[src/rtl/mem_access_ctrl_pkg.sv]
// Shared types, load/store opcodes and alignment helper for the MEM-stage
// memory access controller.
package mem_access_ctrl_pkg;

  typedef logic [31:0] addr_t;
  typedef logic [3:0]  mem_sel_t;

  typedef enum logic [1:0] {
    MEM_ST_IDLE = 2'd0,
    MEM_ST_WAIT = 2'd1,
    MEM_ST_DONE = 2'd2
  } mem_state_e;

  localparam logic [5:0] OP_LB  = 6'h20;
  localparam logic [5:0] OP_LH  = 6'h21;
  localparam logic [5:0] OP_LWL = 6'h22;
  localparam logic [5:0] OP_LW  = 6'h23;
  localparam logic [5:0] OP_LBU = 6'h24;
  localparam logic [5:0] OP_LHU = 6'h25;
  localparam logic [5:0] OP_LWR = 6'h26;
  localparam logic [5:0] OP_SB  = 6'h28;
  localparam logic [5:0] OP_SH  = 6'h29;
  localparam logic [5:0] OP_SWL = 6'h2A;
  localparam logic [5:0] OP_SW  = 6'h2B;
  localparam logic [5:0] OP_SWR = 6'h2E;

  // Unaligned-by-design ops (LWL/LWR/SWL/SWR) and byte ops never trap.
  function automatic logic isMisaligned(input logic [5:0] op, input logic [1:0] a);
    case (op)
      OP_LH, OP_LHU, OP_SH: return a[0];
      OP_LW, OP_SW:         return (a != 2'b00);
      default:              return 1'b0;
    endcase
  endfunction

endpackage

[src/rtl/mem_access_ctrl_load_formatter.sv]
// Combinational lane extraction, extension and LWL/LWR merge of a returned
// data word, relative to byte offset a.
module load_formatter
  import mem_access_ctrl_pkg::*;
(
  input  logic [5:0]  mem_op,
  input  logic        sign_ext,
  input  logic [1:0]  a,
  input  logic [31:0] mem_data,
  input  logic [31:0] rt,
  output logic [31:0] result
);

  logic [7:0]  w_byte;
  logic [15:0] w_half;

  always_comb begin
    w_byte = 8'h00;
    case (a)
      2'd0: w_byte = mem_data[7:0];
      2'd1: w_byte = mem_data[15:8];
      2'd2: w_byte = mem_data[23:16];
      2'd3: w_byte = mem_data[31:24];
    endcase
  end

  assign w_half = a[1] ? mem_data[31:16] : mem_data[15:0];

  // LWL fills from the most significant end, LWR from the least significant end.
  always_comb begin
    result = mem_data;
    case (mem_op)
      OP_LB, OP_LBU: result = {{24{sign_ext & w_byte[7]}}, w_byte};
      OP_LH, OP_LHU: result = {{16{sign_ext & w_half[15]}}, w_half};
      OP_LWL: begin
        case (a)
          2'd0: result = {mem_data[7:0],  rt[23:0]};
          2'd1: result = {mem_data[15:0], rt[15:0]};
          2'd2: result = {mem_data[23:0], rt[7:0]};
          2'd3: result = mem_data;
        endcase
      end
      OP_LWR: begin
        case (a)
          2'd0: result = mem_data;
          2'd1: result = {rt[31:24], mem_data[31:8]};
          2'd2: result = {rt[31:16], mem_data[31:16]};
          2'd3: result = {rt[31:8],  mem_data[31:24]};
        endcase
      end
      default: result = mem_data;
    endcase
  end

endmodule

[src/rtl/mem_access_ctrl.sv]
// MEM-stage controller: turns each load/store into one valid/ready data-RAM
// transaction, stalls the pipeline until it completes and formats the result.
module mem_access_ctrl
  import mem_access_ctrl_pkg::*;
#(
  parameter bit ALIGN_CHECK = 1'b1
) (
  input  logic        clk,
  input  logic        rst,
  input  logic        mem_read_flag,
  input  logic        mem_write_flag,
  input  logic        mem_sign_ext_flag,
  input  logic [3:0]  mem_sel,
  input  logic [31:0] mem_write_data,
  input  logic [5:0]  mem_op,
  input  logic [31:0] address,
  input  logic [31:0] result_in,
  input  logic        flush,
  output logic        ram_en,
  output logic [3:0]  ram_write_en,
  output logic [31:0] ram_addr,
  output logic [31:0] ram_write_data,
  input  logic [31:0] ram_read_data,
  input  logic        ram_ready,
  output logic [31:0] result,
  output logic        stall_request,
  output logic        addr_error_load,
  output logic        addr_error_store
);

  mem_state_e  r_state;
  logic [31:0] r_readData;
  logic [31:0] r_reqAddr;
  logic [31:0] r_reqData;
  logic [3:0]  r_reqStrobe;
  logic        r_flushSeen;

  logic [1:0]  w_a;
  logic        w_memInst;
  logic        w_misaligned;
  logic        w_access;
  logic [31:0] w_wordAddr;
  logic [3:0]  w_storeStrobe;
  logic [31:0] w_storeData;
  logic [31:0] w_loadResult;

  assign w_a          = address[1:0];
  assign w_memInst    = mem_read_flag | mem_write_flag;
  assign w_misaligned = ALIGN_CHECK && isMisaligned(mem_op, w_a);
  assign w_access     = w_memInst & ~flush & ~w_misaligned;
  assign w_wordAddr   = {address[31:2], 2'b00};

  // Store lane steering; reads leave strobe and data at zero.
  always_comb begin
    w_storeStrobe = 4'b0000;
    w_storeData   = 32'h0;
    if (mem_write_flag) begin
      case (mem_op)
        OP_SWL: begin
          case (w_a)
            2'd0: begin w_storeStrobe = 4'b0001; w_storeData = {24'h0, mem_write_data[31:24]}; end
            2'd1: begin w_storeStrobe = 4'b0011; w_storeData = {16'h0, mem_write_data[31:16]}; end
            2'd2: begin w_storeStrobe = 4'b0111; w_storeData = {8'h0,  mem_write_data[31:8]};  end
            2'd3: begin w_storeStrobe = 4'b1111; w_storeData = mem_write_data;                 end
          endcase
        end
        OP_SWR: begin
          case (w_a)
            2'd0: begin w_storeStrobe = 4'b1111; w_storeData = mem_write_data;                 end
            2'd1: begin w_storeStrobe = 4'b1110; w_storeData = {mem_write_data[23:0], 8'h0};  end
            2'd2: begin w_storeStrobe = 4'b1100; w_storeData = {mem_write_data[15:0], 16'h0}; end
            2'd3: begin w_storeStrobe = 4'b1000; w_storeData = {mem_write_data[7:0],  24'h0}; end
          endcase
        end
        OP_SB: begin
          w_storeStrobe = mem_sel << w_a;
          w_storeData   = {4{mem_write_data[7:0]}};
        end
        OP_SH: begin
          w_storeStrobe = mem_sel << w_a;
          w_storeData   = {2{mem_write_data[15:0]}};
        end
        default: begin
          w_storeStrobe = mem_sel << w_a;
          w_storeData   = mem_write_data;
        end
      endcase
    end
  end

  load_formatter u_loadFormatter (
    .mem_op   (mem_op),
    .sign_ext (mem_sign_ext_flag),
    .a        (w_a),
    .mem_data (r_readData),
    .rt       (mem_write_data),
    .result   (w_loadResult)
  );

  // The request is captured on issue so the bus stays stable even if a flush
  // lets the pipeline change the MEM inputs while the access is outstanding.
  always_ff @(posedge clk) begin
    if (rst) begin
      r_state     <= MEM_ST_IDLE;
      r_readData  <= 32'h0;
      r_reqAddr   <= 32'h0;
      r_reqData   <= 32'h0;
      r_reqStrobe <= 4'b0000;
      r_flushSeen <= 1'b0;
    end else begin
      case (r_state)
        MEM_ST_IDLE: begin
          if (w_access) begin
            r_reqAddr   <= w_wordAddr;
            r_reqData   <= w_storeData;
            r_reqStrobe <= w_storeStrobe;
            r_flushSeen <= 1'b0;
            if (ram_ready) begin
              r_readData <= ram_read_data;
              r_state    <= MEM_ST_DONE;
            end else begin
              r_state <= MEM_ST_WAIT;
            end
          end
        end
        MEM_ST_WAIT: begin
          if (flush) r_flushSeen <= 1'b1;
          if (ram_ready) begin
            r_readData  <= ram_read_data;
            r_flushSeen <= 1'b0;
            r_state     <= (r_flushSeen | flush) ? MEM_ST_IDLE : MEM_ST_DONE;
          end
        end
        MEM_ST_DONE: r_state <= MEM_ST_IDLE;
        default:     r_state <= MEM_ST_IDLE;
      endcase
    end
  end

  // IDLE answers in the same cycle; WAIT replays the captured request.
  always_comb begin
    ram_en           = 1'b0;
    ram_write_en     = 4'b0000;
    ram_addr         = 32'h0;
    ram_write_data   = 32'h0;
    result           = 32'h0;
    stall_request    = 1'b0;
    addr_error_load  = 1'b0;
    addr_error_store = 1'b0;
    if (!rst) begin
      case (r_state)
        MEM_ST_IDLE: begin
          if (w_access) begin
            ram_en         = 1'b1;
            stall_request  = 1'b1;
            ram_addr       = w_wordAddr;
            ram_write_en   = w_storeStrobe;
            ram_write_data = w_storeData;
          end else if (!flush) begin
            if (w_memInst) begin
              addr_error_load  = mem_read_flag;
              addr_error_store = mem_write_flag;
            end else begin
              result = result_in;
            end
          end
        end
        MEM_ST_WAIT: begin
          ram_en         = 1'b1;
          stall_request  = 1'b1;
          ram_addr       = r_reqAddr;
          ram_write_en   = r_reqStrobe;
          ram_write_data = r_reqData;
        end
        MEM_ST_DONE: result = mem_read_flag ? w_loadResult : result_in;
        default: result = 32'h0;
      endcase
    end
  end

endmodule

[config.mk]
export PLATFORM = sky130hd
export DESIGN_NAME = mem_access_ctrl
export DESIGN_NICKNAME = d
export VERILOG_FILES = /design/src/rtl/mem_access_ctrl_pkg.sv /design/src/rtl/mem_access_ctrl_load_formatter.sv /design/src/rtl/mem_access_ctrl.sv
export SDC_FILE = /design/constraint.sdc
export NUM_CORES = 1
export LEC_CHECK = 0
export CAP_MARGIN = 5
export CELL_PAD_IN_SITES_DETAIL_PLACEMENT = 2
export CELL_PAD_IN_SITES_GLOBAL_PLACEMENT = 2
export CORE_MARGIN = 2
export CORE_UTILIZATION = 30
export CTS_BUF_LIST = sky130_fd_sc_hd__clkbuf_2
export CTS_CLUSTER_DIAMETER = 50
export DETAILED_ROUTE_END_ITERATION = 10
export MAX_ROUTING_LAYER = met4
export PLACE_DENSITY = 0.94
export SETUP_SLACK_MARGIN = 0.5
export SYNTH_ARGS = -nofsm -noshare
export SYNTH_HDL_FRONTEND = slang
export SYNTH_HIERARCHICAL = 1
export SYNTH_SLANG_ARGS = --single-unit
export TNS_END_PERCENT = 50
[constraint.sdc]
create_clock -name clk -period 3.1 [get_ports clk]
set_input_delay 0.31 -clock clk [delete_from_list [all_inputs] [get_ports clk]]
set_output_delay 0.31 -clock clk [all_outputs]
set_load 0.03 [all_outputs]
* Word-level counts from Yosys, hierarchy flattened
Cells that the tools add are included.
Storage, ports and cells: register bits 101, input bits 145, output and inout bits 104, logic and storage cells 101
Operators by class: equal/unequal tests 20, shifts and indexed selects 1, multiplexer cells 54, bitwise gates (word level) 8, reductions and logical operators 12
Operator list (count):
- $pmux W32 S4 | 6
- $mux W32 | 12
- $pmux W32 S2 | 4
- $eq A6 B6 Y1 const B | 12
- $pmux W4 S4 | 2
- $pmux W8 S4 | 1
- $mux W16 | 1
- $pmux W4 S2 | 2
- $mux W1 | 15
- $mux W4 | 3
- $mux W2 | 4
- $eq A2 B2 Y1 const B | 3
- $pmux W1 S2 | 3
- $reduce_and A2 Y1 | 3
- $reduce_or A2 Y1 | 3
- $and A1 B1 Y1 | 4
- $eq A2 B1 Y1 const B | 2
- $logic_not A2 Y1 | 2
- $ne A2 B2 Y1 const B | 2
- $pmux W2 S2 | 1
- $reduce_bool A2 Y1 | 2
- $shl A4 B2 Y4 | 1
- $ne A3 B3 Y1 const B | 1
- $reduce_and A3 Y1 | 1
- other kinds (3) | 5

* Logic depth before layout (Yosys ltp)
depth in word-level cells 8, depth in mapped cells 9, mapped depth without buffers 6

* Modules after synthesis
Netlist, hierarchy kept.
By module, submodules not included:
- mem_access_ctrl | times used 1, cells an instance 829, area each 6369.9 um2, sequential area each 2021.9 um2
- load_formatter | times used 1, cells an instance 228, area each 2039.5 um2, sequential area each 0.0 um2

* Least setup slack after synthesis
Ideal clock, no wire load.
kind register -> output, start point register r_state[0], end point output port ram_write_data[15], data arrival time 2.215 ns, data required time 2.790 ns, slack 0.575 ns, cell stages (with the launch flop) 8, path buffers 3, path through dfxtp_1 buf_6 nor4_4 nand2_1 or3_1 clkbuf_2 buf_6 o31ai_1
On the way: word-level cells in the longest chain between the ends 3, elaborated cells on any way between the ends 4, those cells by class eq/ne (1); mux (2); reduce/logical (1)
Ends and longest elaborated chain:
- from (decl) | RTL line mem_access_ctrl.sv:31 | mem_state_e r_state;
- from (signal assigned) | RTL line mem_access_ctrl.sv:131 | r_state <= (r_flushSeen | flush) ? MEM_ST_IDLE : MEM_ST_DONE;
- $eq A2 B1 Y1 or $logic_not A2 Y1 (tied branches) | RTL line mem_access_ctrl.sv:151 | case (r_state)
- $pmux W32 S2 * | RTL line mem_access_ctrl.sv:151
- $mux W32 * | RTL line mem_access_ctrl.sv:150 | if (!rst) begin
- to (decl) | RTL line mem_access_ctrl.sv:22 | output logic [31:0] ram_write_data,
Every way passes the cells marked *; elsewhere a longest branch is shown, timed or not.

* Worst setup path in the final report
start point input port mem_op[0], end point output port ram_write_data[20]
On the way: word-level cells in the longest chain between the ends 8, elaborated cells on any way between the ends 18, those cells by class eq/ne (8); mux (6); bitwise (2); reduce/logical (2)
Ends and longest elaborated chain:
- from (decl) | RTL line mem_access_ctrl.sv:15 | input logic [5:0] mem_op,
- $eq A6 B6 Y1, on equally long branches | RTL line mem_access_ctrl_pkg.sv:29, mem_access_ctrl.sv:58
- $reduce_or A3 Y1 or $reduce_or A2 Y1 (tied branches) | RTL line mem_access_ctrl_pkg.sv:29 | case (op)
- $pmux W1 S2 | RTL line mem_access_ctrl_pkg.sv:29
- $not A1 Y1 | RTL line mem_access_ctrl.sv:50 | assign w_access = w_memInst & ~flush & ~w_misaligned;
- $and A1 B1 Y1 | RTL line mem_access_ctrl.sv:50
- $mux W32 * | RTL line mem_access_ctrl.sv:153 | if (w_access) begin
- $pmux W32 S2 * | RTL line mem_access_ctrl.sv:151
- $mux W32 * | RTL line mem_access_ctrl.sv:150
Marked as above.

==> results.md <==
- Status: finished, violations left
- Failing checks: setup timing
- Crit path max-delay family: simple AND/OR/NAND/NOR gates
- Slowest stage delay, CP: 0.88 ns
- P_int: 0.00232 W
- H-tree depth: 3
- Share of the synthesized area in the top cell type: 24.0%
- Final cycle utilization of the critical path: 111%
- Worst setup EP type: output port
- Switching pwr: 0.00177 W
- Clock network fraction of total power: 20.3%
- IO Port Bufs: 246
- Clock Skew: 0.0635 ns
- Final wirelength: 69500 um
- Worst-path cell chain: clkdlybuf4s50_1, buf_12, nand2b_4, buf_4, or3_1, nor3_1, o31ai_2, nand2_1, buf_4
- Worst slack at placement: -0.110 ns
- Max Slew Vio Count: 0
- Number of global-route vias before repair: 12300
- Crit path buf inv count: 4
- Share of synthesized registers carrying an async set or reset: 0%
- Final nets: 1537
- CTS Buf Count: 9
- Slowest cell on crit path: nor3_1
- RSZ-0062 raised after global routing: yes
- Top_reg_cell synth: dfxtp_1
- TritonCTS sink count: 101
- Time the worst path needs with I/O delays and setup: about 3.5 ns
- Syn-to-layout area delta: 65.8%
- Cell area after placement: between 10000 and 15000 um^2
- Mapped Area: 8410 um^2
- Pin count of the biggest net entering global routing: 94
- Worst path required time: 2.79 ns
- GPL Wtd Cong: 0.951
- Post-layout util: 50.3%
- DP Wirelength: 33800 um
- Synth area leader: dfxtp_1
- Final-layout fill cell count: 2865
- Seq/Total Area, Yosys: approximately 24%
- Final worst slack: -0.355 ns
- Crit path max fanout: 7
- Cell Rows: 61
- Drt first pass iters: 5
- Synth top cells by count: 144 x nand2_1, 101 x dfxtp_1, 94 x mux2i_1
- Worst slew margin: 17.0%
- Worst IR Drop VDD: 0.179 mV
- Total Routing Usage GR: 39.5%
- Hold crit path type: in -> reg
- Power Dens Cells: 293 nW/um^2
- Core footprint: 27700 um^2
- First-pass GRT wire length: about 83000 um
- Clock Root Buffer: clkbuf_2
- CP Data Arrival Time: 3.14 ns
- Hold buffers post-CTS: 0
- Initial antenna violation count: 7
- Post-route design area: 13900 um^2
- CTS tree: done
- Maxcap violations: 0
- EDFF count, synth: 0
- Total negative setup slack: -2.37 ns
- Startpoint Class: primary input
- Hold Vio Cnt, Final: 0
- Iter 0 DRT Violations: 1537
- Die X: 171 um
- Die Ht: ~170 um
- Syn avg cell area: 7.96 um^2
- Detail Route Antenna Nets: 0
- Via Count: 12200
- Most used cell along the critical path: buf_4
- Largest cells by area after synthesis: dfxtp_1 24%, mux2i_1 11%, nand2_1 6.4%
- Count of different cell masters after synthesis: 72
- Clock Pin Slew Worst Setup and Hold Paths: 0.38 ns
- Grt ovf: 0
- Maximum clock insertion buffer count: 2
- Synth warn: 6
- Setup CP Type: in -> out
- Total I/O pin count: 249
- Layout cells sized above 1: 39.7%
- Max Freq: 289 MHz
- Most frequent cell after synthesis: nand2_1
- Starting Density: 30.4%
- Worst slew pin tran: about 1.2 ns
- Sw Share: 43.2%
- Area of the die: around 30000 um^2
- Yosys reg bits: approximately 100
- DRC violations left: 0
- Via/cell ratio: 6.81
- Flop pwr share: 35.9%
- Leakage power: 5.69 nW
- Setup violations, final: 23
- Clock latency on the worst-skew pair: 0.75 ns
- Routed wire per std cell: 38.9 um
- Comb power frac: between 40% and 50%
- Cells after synthesis: around 1100
[logic make-up (layout without fill, tap and decap cells)]
family / after synthesis / count (layout) / synth area share (%)
simple gates: 388 / 389 / 22.5
compound gates: 314 / 315 / 26.4
mux: 142 / 142 / 20.2
buf+inv: 111 / 448 / 6.83
flops: 101 / 101 / 24.0
other cells: 1 / 13 / 0.0446
[power by group through the flow]
stage | sequential, W | combinational, W | clock [W]
final | 0.00147 | 0.00179 | 0.000829
after global routing | 0.00147 | 0.00180 | 0.000883
after CTS | 0.00144 | 0.00143 | 0.000766
after detailed placement | 0.00147 | 0.00123 | 0
after global placement | 0.00146 | 0.00117 | 0
after floorplan | 0.00144 | 0.000656 | 0
[tightest hold or removal path, cell delays in order]
cell	delay, ns
clkdlybuf4s50_1	0.40
nand2b_1	0.08
mux2i_1	0.07
[per-stage QoR]
step	std cells	total power, W	hold slack [ns]
3_3_place_gp	1669	0.00263	0.430
5_1_grt	1786	0.00415	0.0634
2_1_floorplan	1058	0.00210	0.387
6_report	1786	0.00409	0.105
3_5_place_dp	1669	0.00271	0.441
4_1_cts	1738	0.00364	0.114
[final timing paths]
path / cells past startpoint / from / slack [ns] / to
setup / recovery: 9 / mem_op[0] / -0.35 / ram_write_data[20]
hold / removal: 3 / ram_read_data[0] / 0.11 / r_readData[0]$_SDFFE_PP0P_
setup reg to reg: 8 / r_state[1]$_SDFFE_PP0P_ / 1.03 / r_reqData[20]$_SDFFE_PP0P_
hold reg to reg: 2 / r_reqData[15]$_SDFFE_PP0P_ / 0.50 / r_reqData[15]$_SDFFE_PP0P_
[final cells by class]
type,count,area [um^2],share of cell area [%]
Timing Repair Buffer,416,4210,30.2
Clock buffer,9,45.0,0.323
Tap cell,378,473,3.39
Clock inverter,7,86.3,0.619
Sequential cell,101,2120,15.2
Multi-Input combinational cell,848,6930,49.7
Antenna cell,11,27.5,0.197
Inverter,16,60.1,0.431
[sequential cells by signal, indices dropped and copies added, names as in the netlist]
name,cells
r_reqAddr,30
r_flushSeen,1
r_reqData,32
r_readData,32
r_state,2
r_reqStrobe,4
[cell usage in the layout, fill, tap and decap left out, types with 44 or more instances in the layout]
cell type / n
clkdlybuf4s50_1: 135
nand2_1: 122
dfxtp_1: 67
buf_4: 184
buf_6: 47
a21oi_1: 56
nand2b_1: 65
nor2_1: 65
mux2i_1: 88
a21o_1: 44
[per-layer routing]
layer	wire length (um)	global-route usage (%)	vias up
met5	0	-	-
met4	7520	28.0	0
met3	7270	8.61	548
met2	31300	63.5	1127
met1	23400	43.6	5915
li1	-	-	4573
[repair_timing]
action	in CTS	in global routing
pin swaps	57	30
gates cloned	6	1
buffers inserted	47	36
setup endpoints to repair	100	100
resized for setup	230	167
No activity file was read; power rests on OpenSTA's default activity.
